[src/rtl/vga_sync_generator_if.sv]
// Bus between the horizontal counter and the VGA sync generator.
// The slave side is the generator; the master side drives the counter and observes the sync outputs.
interface vga_sync_generator_if;
  logic        enable_V_Counter;
  logic [15:0] H_Count_Value;
  logic        hsync;
  logic        vsync;
  logic        video_on;
  logic [9:0]  pixel_x;
  logic [9:0]  pixel_y;
  logic        line_start;
  logic        frame_start;
  logic [9:0]  V_Count_Value;
  logic        locked;
  logic        sync_err;

  modport master (
    output enable_V_Counter, H_Count_Value,
    input  hsync, vsync, video_on, pixel_x, pixel_y,
           line_start, frame_start, V_Count_Value, locked, sync_err
  );

  modport slave (
    input  enable_V_Counter, H_Count_Value,
    output hsync, vsync, video_on, pixel_x, pixel_y,
           line_start, frame_start, V_Count_Value, locked, sync_err
  );
endinterface

[src/rtl/vga_sync_generator.sv]
// Vertical counter and registered VGA timing outputs, locked to an external 800-count
// horizontal counter. Stage 1 aligns h/v and tracks lock; stage 2 decodes the outputs.
module vga_sync_generator #(
  parameter int unsigned H_VISIBLE   = 640,
  parameter int unsigned H_FRONT     = 16,
  parameter int unsigned H_SYNC      = 96,
  parameter int unsigned H_BACK      = 48,
  parameter int unsigned V_VISIBLE   = 480,
  parameter int unsigned V_FRONT     = 10,
  parameter int unsigned V_SYNC      = 2,
  parameter int unsigned V_BACK      = 33,
  parameter logic        SYNC_ACTIVE = 1'b0
) (
  input  logic                 clk_25MHz,
  input  logic                 rst_n,
  vga_sync_generator_if.slave  bus
);

  localparam logic [15:0] H_TOTAL    = 16'(H_VISIBLE + H_FRONT + H_SYNC + H_BACK);
  localparam logic [15:0] H_VIS      = 16'(H_VISIBLE);
  localparam logic [15:0] HS_START   = 16'(H_VISIBLE + H_FRONT);
  localparam logic [15:0] HS_END     = 16'(H_VISIBLE + H_FRONT + H_SYNC);
  localparam logic [9:0]  V_LAST     = 10'(V_VISIBLE + V_FRONT + V_SYNC + V_BACK - 1);
  localparam logic [9:0]  V_VIS      = 10'(V_VISIBLE);
  localparam logic [9:0]  VS_START   = 10'(V_VISIBLE + V_FRONT);
  localparam logic [9:0]  VS_END     = 10'(V_VISIBLE + V_FRONT + V_SYNC);

  typedef enum logic {SEEK = 1'b0, RUN = 1'b1} state_t;

  state_t      state_q, state_d;
  logic [15:0] h_q;
  logic [9:0]  v_q, v_d;
  logic        err_d;
  logic        valid_s, bad_s, run_s;

  logic        hsync_q, hsync_d, vsync_q, vsync_d;
  logic        video_on_q, video_on_d;
  logic [9:0]  pixel_x_q, pixel_x_d, pixel_y_q, pixel_y_d;
  logic        line_start_q, line_start_d, frame_start_q, frame_start_d;
  logic [9:0]  v_count_q, v_count_d;
  logic        locked_q, locked_d, sync_err_q;

  assign valid_s = bus.enable_V_Counter && (bus.H_Count_Value == 16'd0);
  // An out-of-range count never coincides with H == 0, so valid_s and bad_s are disjoint.
  assign bad_s   = (bus.enable_V_Counter && (bus.H_Count_Value != 16'd0)) ||
                   (!bus.enable_V_Counter && (bus.H_Count_Value == 16'd0)) ||
                   (bus.H_Count_Value >= H_TOTAL);

  always_comb begin
    state_d = state_q;
    v_d     = v_q;
    err_d   = 1'b0;
    case (state_q)
      SEEK: begin
        v_d = 10'd0;
        if (valid_s) begin
          state_d = RUN;
        end else begin
          state_d = SEEK;
        end
      end
      RUN: begin
        if (bad_s) begin
          state_d = SEEK;
          v_d     = 10'd0;
          err_d   = 1'b1;
        end else if (valid_s) begin
          v_d = (v_q == V_LAST) ? 10'd0 : v_q + 10'd1;
        end else begin
          v_d = v_q;
        end
      end
      default: begin
        state_d = SEEK;
        v_d     = 10'd0;
      end
    endcase
  end

  always_ff @(posedge clk_25MHz or negedge rst_n) begin
    if (!rst_n) begin
      state_q <= SEEK;
      h_q     <= 16'd0;
      v_q     <= 10'd0;
    end else begin
      state_q <= state_d;
      h_q     <= bus.H_Count_Value;
      v_q     <= v_d;
    end
  end

  assign run_s = (state_q == RUN);

  always_comb begin
    hsync_d       = ~SYNC_ACTIVE;
    vsync_d       = ~SYNC_ACTIVE;
    video_on_d    = 1'b0;
    pixel_x_d     = 10'd0;
    pixel_y_d     = 10'd0;
    line_start_d  = 1'b0;
    frame_start_d = 1'b0;
    v_count_d     = 10'd0;
    locked_d      = 1'b0;
    if (run_s) begin
      hsync_d       = ((h_q >= HS_START) && (h_q < HS_END)) ? SYNC_ACTIVE : ~SYNC_ACTIVE;
      vsync_d       = ((v_q >= VS_START) && (v_q < VS_END)) ? SYNC_ACTIVE : ~SYNC_ACTIVE;
      video_on_d    = (h_q < H_VIS) && (v_q < V_VIS);
      pixel_x_d     = video_on_d ? h_q[9:0] : 10'd0;
      pixel_y_d     = video_on_d ? v_q : 10'd0;
      line_start_d  = (h_q == 16'd0);
      frame_start_d = (h_q == 16'd0) && (v_q == 10'd0);
      v_count_d     = v_q;
      locked_d      = 1'b1;
    end else begin
      locked_d      = 1'b0;
    end
  end

  // sync_err is registered from the live input check, so it leads locked by one cycle.
  always_ff @(posedge clk_25MHz or negedge rst_n) begin
    if (!rst_n) begin
      hsync_q       <= ~SYNC_ACTIVE;
      vsync_q       <= ~SYNC_ACTIVE;
      video_on_q    <= 1'b0;
      pixel_x_q     <= 10'd0;
      pixel_y_q     <= 10'd0;
      line_start_q  <= 1'b0;
      frame_start_q <= 1'b0;
      v_count_q     <= 10'd0;
      locked_q      <= 1'b0;
      sync_err_q    <= 1'b0;
    end else begin
      hsync_q       <= hsync_d;
      vsync_q       <= vsync_d;
      video_on_q    <= video_on_d;
      pixel_x_q     <= pixel_x_d;
      pixel_y_q     <= pixel_y_d;
      line_start_q  <= line_start_d;
      frame_start_q <= frame_start_d;
      v_count_q     <= v_count_d;
      locked_q      <= locked_d;
      sync_err_q    <= err_d;
    end
  end

  assign bus.hsync         = hsync_q;
  assign bus.vsync         = vsync_q;
  assign bus.video_on      = video_on_q;
  assign bus.pixel_x       = pixel_x_q;
  assign bus.pixel_y       = pixel_y_q;
  assign bus.line_start    = line_start_q;
  assign bus.frame_start   = frame_start_q;
  assign bus.V_Count_Value = v_count_q;
  assign bus.locked        = locked_q;
  assign bus.sync_err      = sync_err_q;

endmodule

[src/flat_wrapper.sv]
// flat-port wrapper written by rule: the top's interface ports become plain ports
module vga_sync_generator_flat 
#(
  parameter int unsigned H_VISIBLE   = 640,
  parameter int unsigned H_FRONT     = 16,
  parameter int unsigned H_SYNC      = 96,
  parameter int unsigned H_BACK      = 48,
  parameter int unsigned V_VISIBLE   = 480,
  parameter int unsigned V_FRONT     = 10,
  parameter int unsigned V_SYNC      = 2,
  parameter int unsigned V_BACK      = 33,
  parameter logic        SYNC_ACTIVE = 1'b0
)
  (clk_25MHz, rst_n, bus_enable_V_Counter, bus_H_Count_Value, bus_hsync, bus_vsync, bus_video_on, bus_pixel_x, bus_pixel_y, bus_line_start, bus_frame_start, bus_V_Count_Value, bus_locked, bus_sync_err);
  vga_sync_generator_if bus_i ();
  input  logic clk_25MHz;
  input  logic rst_n;
  input wire logic [$bits(bus_i.enable_V_Counter)-1:0] bus_enable_V_Counter;
  input wire logic [$bits(bus_i.H_Count_Value)-1:0] bus_H_Count_Value;
  output wire logic [$bits(bus_i.hsync)-1:0] bus_hsync;
  output wire logic [$bits(bus_i.vsync)-1:0] bus_vsync;
  output wire logic [$bits(bus_i.video_on)-1:0] bus_video_on;
  output wire logic [$bits(bus_i.pixel_x)-1:0] bus_pixel_x;
  output wire logic [$bits(bus_i.pixel_y)-1:0] bus_pixel_y;
  output wire logic [$bits(bus_i.line_start)-1:0] bus_line_start;
  output wire logic [$bits(bus_i.frame_start)-1:0] bus_frame_start;
  output wire logic [$bits(bus_i.V_Count_Value)-1:0] bus_V_Count_Value;
  output wire logic [$bits(bus_i.locked)-1:0] bus_locked;
  output wire logic [$bits(bus_i.sync_err)-1:0] bus_sync_err;
  assign bus_i.enable_V_Counter = bus_enable_V_Counter;
  assign bus_i.H_Count_Value = bus_H_Count_Value;
  assign bus_hsync = bus_i.hsync;
  assign bus_vsync = bus_i.vsync;
  assign bus_video_on = bus_i.video_on;
  assign bus_pixel_x = bus_i.pixel_x;
  assign bus_pixel_y = bus_i.pixel_y;
  assign bus_line_start = bus_i.line_start;
  assign bus_frame_start = bus_i.frame_start;
  assign bus_V_Count_Value = bus_i.V_Count_Value;
  assign bus_locked = bus_i.locked;
  assign bus_sync_err = bus_i.sync_err;
  vga_sync_generator #(.H_VISIBLE(H_VISIBLE), .H_FRONT(H_FRONT), .H_SYNC(H_SYNC), .H_BACK(H_BACK), .V_VISIBLE(V_VISIBLE), .V_FRONT(V_FRONT), .V_SYNC(V_SYNC), .V_BACK(V_BACK), .SYNC_ACTIVE(SYNC_ACTIVE)) u_core (.clk_25MHz(clk_25MHz), .rst_n(rst_n), .bus(bus_i));
endmodule
[config.mk]
export PLATFORM = sky130hd
export DESIGN_NAME = vga_sync_generator_flat
export DESIGN_NICKNAME = d
export VERILOG_FILES = /design/src/rtl/vga_sync_generator_if.sv /design/src/rtl/vga_sync_generator.sv /design/src/flat_wrapper.sv
export SDC_FILE = /design/constraint.sdc
export NUM_CORES = 1
export LEC_CHECK = 0
export ABC_AREA = 0
export CAP_MARGIN = 20
export CORE_ASPECT_RATIO = 1.25
export CORE_MARGIN = 1.5
export CORE_UTILIZATION = 48
export DETAILED_ROUTE_END_ITERATION = 10
export PLACE_DENSITY = 0.89
export REMOVE_ABC_BUFFERS = 1
export SLEW_MARGIN = 40
export SYNTH_ARGS = -nofsm -noshare
export SYNTH_HDL_FRONTEND = slang
export SYNTH_SLANG_ARGS = --single-unit
[constraint.sdc]
create_clock -name clk_25MHz -period 1.5 [get_ports clk_25MHz]
set_input_delay 0.225 -clock clk_25MHz [delete_from_list [all_inputs] [get_ports clk_25MHz]]
set_output_delay 0.225 -clock clk_25MHz [all_outputs]
set_load 0.005 [all_outputs]
==> run summary <==
The run finished, with violations left. The checks that failed: setup timing. The master of the slowest instance on the critical path is sky130_fd_sc_hd__or3_4.

The run gives 64 as the total number of clock tree sinks. Fill cells in the final layout number 307. The post-route fraction of the period consumed by the critical path was 1.009. The worst setup path is launched from an input port. OpenSTA, run right after detailed placement, puts the worst setup slack at -0.7673 ns. The highest ir drop seen on vdd was 0.0008341 V. Counting stages on the worst path, the most repeated cell is sky130_fd_sc_hd__buf_6.

For the placed instance area, the log shows 3070 µm². The final max-slew violation count is 0, and the upper clock frequency limit is 660.8 MHz. The count of warnings emitted by yosys is 0. After legalization and detailed placement, the total HPWL measured 3.250 mm. A synthesized cell averages 12.67 µm². Dominant combinational cell family by area after synthesis: simple AND/OR/NAND/NOR gates. The tools report the total DRC errors in the routed layout as 0. The logs give 0.34 ns for the source-to-sink clock delay at the later pin of the worst-skew pair and 0 ns for the flop-to-flop setup slack. The die covers 5313 µm². No sink is reached through more buffers than the 2 on the longest clock path.

Fraction of layout instances using a drive strength above 1: 0.2635. The run gives 0 as the max-cap check violation count. The library cell used most frequently in the layout, excluding fill and tap cells, is sky130_fd_sc_hd__dfrtp_1.

The starting density of the core was 0.4955; the number of synthesized flops with an enable pin was 0. The busiest metal layer after global routing was met2. Count of input and output buffers: 55. The worst reg2reg path endpoint is u_core.bus.pixel_x[5]$_DFF_PN0_. The routed design could run at a clock period as short as 1.513 ns.

The setup path with the least slack is of type input port to flip-flop. The congestion estimate from routability-driven global placement came to 0.9248. The run gives 0.04986 as the met3 global-route usage.

The maximum level of the CTS H-tree is 3, and the synthesis-stage register bit count is 64. Count of nets after finishing: 294. The worst clock skew came out at 0.006873 ns.

The source of the worst register-to-register timing path is u_core.v_q[5]$_DFFE_PN0P_. Endpoint of the worst hold-timing path: u_core.h_q[5]$_DFF_PN0_. The critical path starts at bus_H_Count_Value[6]. The clock tree root driver cell was sky130_fd_sc_hd__clkbuf_8.

The worst reg2reg path depth works out to 5. Leaving out fill and tap cells, the most frequent cells in the layout are 62 x sky130_fd_sc_hd__dfrtp_1, 36 x sky130_fd_sc_hd__clkdlybuf4s50_1, 29 x sky130_fd_sc_hd__and2_1. The cell family contributing the most delay on the critical path is simple AND/OR/NAND/NOR gates. The routing usage on met1 came out at 0.2500.

For the row count, the log shows 28. The highest cell delay on the worst timing path was 0.41 ns. The cell area after synthesis was 2343 µm².

The share of power burned in registers was 0.563; the hold path depth was 1. The clock slew at the register clock pins of the worst setup and hold paths is 0.07 ns. The number of global-route vias before repair was 1775.

Entering global routing, the biggest net connects 41 pins. The static leakage is 0.001566 µW. The run gives 0 as the total congestion overflow. The internal portion of the total power is 2452 µW. The run gives 0.040 as the combinational group share of total power. The switching share of power is 0.2174. The logs give 1.75 ns for the arrival time of the worst setup path and 3410 µm² for the post-route cell area.

The post-synthesis adder-cell area fraction works out to 0.01602. The first global-routing pass estimated 8.293 mm of wire. The tools report the total of endpoints with negative setup slack in the final report as 1. Power spread over the standard cell area amounts to 918.9 nW/µm².

The overall routing resource usage was 0.2175; the post-synthesis xor/xnor area fraction was 0.01495. The multiplexer area fraction after synthesis works out to 0. The endpoint type of the worst setup path was a flip-flop. The tightest min-delay check is of the input port to flip-flop type. The fraction of registers with async set or reset after synthesis was 1.000.

Measured along the y axis, the die boundary spans 81.12 µm. The sequential cell area fraction in the yosys report is 0.6845, and the number of vias after detailed routing is 1728. Before antenna repair, the detailed router went through 4 iterations. The initial antenna violation count is 0.

Pin placement for this block handled 56 I/O pins. The remaining antenna violation count after routing is 0. Setup repair after global routing could not meet its margin everywhere. From left edge to right edge, the die measures 65.50 µm. The highest net fanout along the worst path is 6. The run gives 9 as the clock buffer count from CTS. The compound-cell area share of the yosys netlist is 0.03470, and the number of antenna diodes is 0. The final layout contains routed wiring with a total length of 5.016 mm.

Data on the critical path is required at its endpoint by 1.74 ns. The worst hold path begins at bus_H_Count_Value[5]. The tools report the relative contribution of the clock network to total power as 0.397. The number of hold violations in the final report was 0; the total buffers and inverters traversed by the critical path was 2. Traced cell by cell, the critical path runs through buf_6, or3_4, nor3_4, ha_4, nand4bb_4, buf_6, a311oi_2. The met2 track demand over resource in global routing was 0.3643.

Summed over all nets, the switching power comes to 681.0 µW. After detailed routing, the number of vias per cell comes to 5.128. Among all flip-flop cells after synthesis, the most frequent one is sky130_fd_sc_hd__dfrtp_1.

TritonCTS built the clock tree. In the final routed layout, each cell accounts on average for 14.88 µm. The post-synthesis simple-gate area fraction was 0.2248.

The initial DRC count came out at 88. The area growth from synthesis to layout is 45.49%. The worst setup margin was -0.01340 ns. Synthesis produced a netlist whose cell count is 185. For the placeable core area, the log shows 4730 µm².

Yosys mapped the design onto 31 distinct sky130hd cell types.
power groups by stage:
stage | Clock [µW] | Sequential, µW | Combinational (µW)
3_3_place_gp | 0 | 1790 | 109
6_report | 1240 | 1760 | 126
2_1_floorplan | 0 | 1790 | 14.0
5_1_grt | 1370 | 1760 | 140
4_1_cts | 1260 | 1760 | 119
3_5_place_dp | 0 | 1790 | 113
per-stage QoR:
step	std cells	utilization	TNS (ns)	hold WS (ns)	power, µW
2_1_floorplan	177	-	-2.443	-0.07059	1805
3_3_place_gp	312	0.6492	-7.240	0.2302	1903
3_5_place_dp	312	0.6492	-7.448	0.2394	1907
4_1_cts	335	0.7042	-0.06437	0.003972	3138
5_1_grt	337	0.7209	-1.750	0.004703	3278
6_report	337	0.7209	-0.01340	0.01495	3133
Yosys cell counts (all sizes together), types with 2 or more instances:
library cell / n / area, µm²
nor2b: 3 / 18.77
a311oi: 2 / 23.77
nor3: 4 / 20.02
nand4: 3 / 18.77
nor4: 7 / 43.79
dfstp: 2 / 52.55
inv: 3 / 11.26
buf: 7 / 40.03
dfrtp: 62 / 1551
a21oi: 7 / 35.03
and4: 4 / 35.03
nor2: 8 / 30.03
xnor2: 2 / 17.52
nand2: 13 / 48.80
xor2: 2 / 17.52
ha: 3 / 37.54
o21ai: 3 / 15.01
and3: 4 / 25.02
and2: 29 / 181.4
nand3: 8 / 40.04
cells by family (layout without fill, tap and decap cells):
family	after synthesis	after routing
AO/OA/AOI/OAI	13	13
flip-flops	64	64
other	1	1
XOR/XNOR	4	4
AND/OR/NAND/NOR	89	89
buffers and inverters	11	103
adder cells (fa/ha/maj)	3	3
layer usage:
layer	part of all wire	vias to the layer above
met5	0	-
met4	0.033	0
met3	0.044	21
met2	0.52	68
met1	0.40	839
li1	-	800
worst max-delay path by stage:
stage | endpoint | slack, ns | cells past startpoint
after floorplan | u_core.v_q[9]$_DFFE_PN0P_ | -0.30 | 7
after global placement | u_core.v_q[9]$_DFFE_PN0P_ | -0.67 | 8
after detailed placement | u_core.v_q[9]$_DFFE_PN0P_ | -0.77 | 8
after CTS | u_core.v_q[3]$_DFFE_PN0P_ | -0.03 | 7
after global routing | u_core.v_q[4]$_DFFE_PN0P_ | -0.1 | 10
final | u_core.v_q[3]$_DFFE_PN0P_ | -0.01 | 7
state kept, by name (all words and copies together) (netlist names):
signal / cells
u_core.bus.frame_start: 1
u_core.bus.V_Count_Value: 10
u_core.bus.line_start: 1
u_core.bus.pixel_x: 10
u_core.h_q: 16
u_core.v_q: 10
u_core.bus.pixel_y: 10
u_core.bus.vsync: 1
u_core.run_s: 1
u_core.bus.locked: 1
u_core.bus.video_on: 1
u_core.bus.hsync: 1
u_core.bus.sync_err: 1
cell type report:
cell class                      instances  area (µm²)  share of cell area
Sequential cell                        64        1604              0.4705
Inverter                                3       11.26            0.003303
Timing Repair Buffer                   84       742.0              0.2176
Clock buffer                           13       148.9             0.04367
Tap cell                               60       75.07             0.02202
Multi-Input combinational cell        110       810.8              0.2378
Clock inverter                          3       17.52            0.005138
timing repair:
action	CTS	global route
pin swaps	12	14
buffers inserted	2	1
cloned	1	0
hold buffers	4	1
gates resized for setup	68	20
endpoints found under the hold margin	65	1
setup endpoints to repair	14	30
Power figures use the tool's default switching activity.
